### src/rtl/cic_interpolator.sv
// N-stage CIC interpolator: the comb section runs at the low input rate, samples are
// zero-stuffed by R = 2**STG_GSZ, and the integrator section runs on out_rate strobes.
module cic_interpolator #(
  parameter int unsigned NUM_STAGES = 3,
  parameter int unsigned STG_GSZ    = 5,
  parameter int unsigned ISZ        = 16,
  localparam int unsigned OSZ       = ISZ + (NUM_STAGES - 1) * STG_GSZ
) (
  input  logic                  clk,
  input  logic                  reset,
  input  logic                  in_rate,
  input  logic                  out_rate,
  input  logic signed [ISZ-1:0] in,
  output logic signed [OSZ-1:0] out,
  output logic                  out_valid,
  output logic                  overrun
);

  logic signed [OSZ-1:0] comb_c [NUM_STAGES+1];
  logic signed [OSZ-1:0] comb_d [NUM_STAGES];
  logic        [NUM_STAGES:0] comb_en;
  logic signed [OSZ-1:0] integ [NUM_STAGES];
  logic signed [OSZ-1:0] hold;
  logic                  pending;
  logic signed [OSZ-1:0] addend_c;

  // Comb section: each stage fires one clk after the previous, following the enable chain.
  always_ff @(posedge clk) begin
    if (reset) begin
      comb_en <= '0;
      for (int j = 0; j <= int'(NUM_STAGES); j++) comb_c[j] <= '0;
      for (int j = 0; j < int'(NUM_STAGES); j++) comb_d[j] <= '0;
    end else begin
      comb_en <= {comb_en[NUM_STAGES-1:0], in_rate};
      if (in_rate) begin
        comb_c[0] <= OSZ'(in);
        comb_d[0] <= comb_c[0];
      end
      for (int j = 1; j <= int'(NUM_STAGES); j++) begin
        if (comb_en[j-1]) comb_c[j] <= comb_c[j-1] - comb_d[j-1];
      end
      for (int j = 1; j < int'(NUM_STAGES); j++) begin
        if (comb_en[j-1]) comb_d[j] <= comb_c[j];
      end
    end
  end

  // Zero-stuff: a held comb result is injected once, on the first out_rate after capture.
  always_comb begin
    addend_c = '0;
    if (pending) addend_c = hold;
  end

  // A same-edge out_rate consumes the old pending state while the new result becomes pending.
  always_ff @(posedge clk) begin
    if (reset) begin
      hold    <= '0;
      pending <= 1'b0;
      overrun <= 1'b0;
    end else begin
      if (comb_en[NUM_STAGES]) begin
        hold    <= comb_c[NUM_STAGES];
        pending <= 1'b1;
        if (pending && !out_rate) overrun <= 1'b1;
      end else if (out_rate) begin
        pending <= 1'b0;
      end
    end
  end

  // Integrator cascade, advanced only on out_rate; wraparound is intended.
  always_ff @(posedge clk) begin
    if (reset) begin
      for (int i = 0; i < int'(NUM_STAGES); i++) integ[i] <= '0;
      out_valid <= 1'b0;
    end else begin
      out_valid <= out_rate;
      if (out_rate) begin
        integ[0] <= integ[0] + addend_c;
        for (int i = 1; i < int'(NUM_STAGES); i++) integ[i] <= integ[i] + integ[i-1];
      end
    end
  end

  assign out = integ[NUM_STAGES-1];

endmodule

### config.mk
export PLATFORM = sky130hd
export DESIGN_NAME = cic_interpolator
export DESIGN_NICKNAME = d
export VERILOG_FILES = /design/src/rtl/cic_interpolator.sv
export SDC_FILE = /design/constraint.sdc
export NUM_CORES = 1
export LEC_CHECK = 0
export ABC_AREA = 1
export CELL_PAD_IN_SITES_DETAIL_PLACEMENT = 1
export CELL_PAD_IN_SITES_GLOBAL_PLACEMENT = 2
export CORE_MARGIN = 2
export CORE_UTILIZATION = 37
export CTS_CLUSTER_DIAMETER = 30
export DETAILED_ROUTE_END_ITERATION = 7
export GPL_ROUTABILITY_DRIVEN = 1
export PLACE_DENSITY = 0.89
export SLEW_MARGIN = 10
export SYNTH_ARGS = -nofsm -noshare
export SYNTH_HDL_FRONTEND = slang
export SYNTH_SLANG_ARGS = --single-unit
export TNS_END_PERCENT = 10
### constraint.sdc
create_clock -name clk -period 3.4 [get_ports clk]
set_clock_uncertainty 0.15 [all_clocks]
set_input_delay 0.34 -clock clk [delete_from_list [all_inputs] [get_ports clk]]
set_output_delay 0.34 -clock clk [all_outputs]
set_load 0.01 [all_outputs]
==> flow_summary.yaml <==
synth:
  synth_cells: 2649
  synthFlopType: "edfxtp_1"
  ys_ff_latch: 273
  synth_cell_types: 33
  synth_seq_area_share_pct: 41.1
  yosysWarningCount: 0
  synth_area_leaders: "edfxtp_1 (38%), nand2_1 (14%), inv_1 (9.3%)"
  synthMostInstantiatedCell: "nand2_1"
  synth_top_area_cell: "edfxtp_1"
  synth_common_cells: "nand2_1 (693), inv_1 (473), nor2_1 (436)"
  syn_area_per_cell_um2: 7.23
  synth.net_count: 2816
  synth_edf_count: 240
  netlist.area_leader.share_pct: 37.6
  syn_area_um2: 19200
  synthArstFlopShare_pct: 0
floorplanning:
  chipWidth_um: 232
  dieArea_um2: 53600
  rows: 83
  pin_count: 48
  start_util_pct: 37.4
  dieHeight_um: 232
  core_area_um2: 51200
timing:
  hold_viol_final: 0
  relSlewSlack_pct: 46.9
  finalCritPeriodShare_pct: 79.2
  setup_viol: 0
  tightest_slew_ns: 0.796
  max_clock_freq_mhz: 371
  holdWs_ns: 0.251
  rsz0062_at_grt: "no"
  setup_tns_ns: 0
  slew_viol_final: 0
  fin_crit_ns: 2.69
clocking:
  clockBufferDepth: 3
  clock_sinks: 273
  cts_tree: "yes"
  clkLatencyLatePin_ns: 0.59
  cts.hold.buffers_added: 0
  clockRootBuffer: "clkbuf_16"
  post_cts_buffers: 0
  htree_levels: 3
  post_cts_resize_count: 0
  cts_buffers: 74
  clkTransAtPathRegs_ns: 0.05
power:
  vdd_drop_max_mv: 0.602
  powerDensity_nw_per_um2: 587
  power_leakage_nw: 11.1
critical_path:
  start_kind: "register"
  r2r_start: "pending$_SDFFE_PP0P_"
  crit_type: "reg -> reg"
  endpoint_kind: "register"
  reg2reg_slack_ns: 0.71
  crit_path_max_fanout: 26
  critical_path_required_ns: 3.59
  r2r-end: "integ[0][19]$_SDFFCE_PN0P_"
  crit_arrival_ns: 2.88
  r2r_cells: 13
grt:
  grt_pass1_vias: 18622
  grt_pass1_wl_um: 94600
  antenna_found_initial: 0
  gr-usage-all-layers_pct: 22.1
  grt_max_degree: 53
  overflow: 0
route:
  ant_nets: 0
  routed_via_density: 4.98
  wire_per_inst_um: 16.8
  drtIter0Drc: 922
  drt_pass1_iterations: 5
  drc: 0
  dr_total_vias: 17266
  routed_wl_um: 58200
layout:
  final_util_pct: 44.6
  seq_area_um2: 7870
  drive_gt1_share_pct: 4.77
  design_area_um2: 22800
  area_delta_synth_final_pct: 19.2
  antenna_cells: 0
  fin_nets: 2897
  multi_input_area_um2: 9180
  fillerInstances: 6372
worst_hold_path:
  min-delay-start: "in[3]"
  holdPathStages: 3
  min_to: "comb_c[0][3]$_SDFFCE_PN0P_"
  min_path_type: "in -> reg"
flow_run:
  maxCapViolations: 0
placed_design:
  gp_congestion: 0.891
  hpwlAfterDp_um: 44700
  port_buffers: 47
  dpl-instance-area_um2: 20300
run_status:
  status: "complete, no violations"
critical path, stage by stage (launching register included):
cell and delay (ns):
dfxtp_1 0.31, buf_4 0.21, nand2_1 0.09, inv_1 0.05, ha_1 0.36, nand2_1 0.12
nor2_1 0.34, nand2_1 0.12, nor2_1 0.29, nand2_1 0.13, nand2_1 0.09, nor2_1 0.04
nor2_1 0.10, nor2_1 0.06
cell type report:
| type | count | area share, % |
|---|---|---|
| sequential | 273 | 34.5 |
| inverter | 474 | 7.79 |
| tap | 680 | 3.73 |
| clock buffer | 88 | 8.57 |
| timing repair buffer | 64 | 2.73 |
| clock inverter | 45 | 2.51 |
| multi-input combinational | 1843 | 40.2 |
report_power, final:
group	internal, mW	switching (mW)
Clock	4.97	2.11
Sequential	3.94	0.171
Combinational	0.709	1.49
Total	9.62	3.77
registers in the layout (all words and copies together) (netlist names):
register / count
pending: 1
out_valid: 1
overrun: 1
comb_c: 94
comb_d: 68
comb_en: 4
integ: 78
hold: 26
layer usage:
layer  global-route usage, %  part of all wire (%)  vias up
met2                    40.2                    50      275
met5                       0                     0        -
li1                        -                     -     8671
met4                    8.55                   3.5        0
met3                    3.64                   3.3      119
met1                    25.8                    43     8201
cell usage in the layout (no fill, tap or decap), drive strengths merged, types with 10 or more instances in the layout:
cell type / Yosys / routed
bufinv: 0 / 12
nand2: 693 / 693
inv: 474 / 476
ha: 141 / 141
clkinv: 0 / 23
clkbuf: 16 / 88
edfxtp: 240 / 240
o21a: 10 / 10
buf: 43 / 17
a21oi: 221 / 221
nor2: 436 / 436
nor3: 16 / 16
o21ai: 142 / 142
nand3: 102 / 102
o21bai: 17 / 17
clkdlybuf4s50: 0 / 47
dfxtp: 33 / 33
nand4: 25 / 25
kinds of logic after synthesis:
group | synth area share [%]
xor gates and xnor gates | 0.412
DFF | 41.1
AOI/OAI and AO/OA | 10.9
adders and majority gates | 9.84
and+or+nand+nor | 26.6
buffers and inverters | 11.1
how the worst max path moves through the flow:
stage	startpoint	cells past startpoint	endpoint
finish	pending$_SDFFE_PP0P_	13	integ[0][19]$_SDFFCE_PN0P_
global route	pending$_SDFFE_PP0P_	13	integ[0][19]$_SDFFCE_PN0P_
CTS	pending$_SDFFE_PP0P_	13	integ[0][19]$_SDFFCE_PN0P_
detailed placement	pending$_SDFFE_PP0P_	13	integ[0][19]$_SDFFCE_PN0P_
global placement	pending$_SDFFE_PP0P_	13	integ[0][19]$_SDFFCE_PN0P_
floorplan	reset	3	integ[0][0]$_SDFFCE_PN0P_
per-stage QoR:
step | power (mW) | worst slack (ns) | cells
2_1_floorplan | 5.64 | 0.418 | 2649
3_3_place_gp | 6.26 | 0.785 | 3334
3_5_place_dp | 6.34 | 0.741 | 3334
4_1_cts | 13.5 | 0.738 | 3467
5_1_grt | 14.0 | 0.549 | 3467
6_report | 13.4 | 0.706 | 3467
Note: power is estimated with default switching activity, not from simulation.
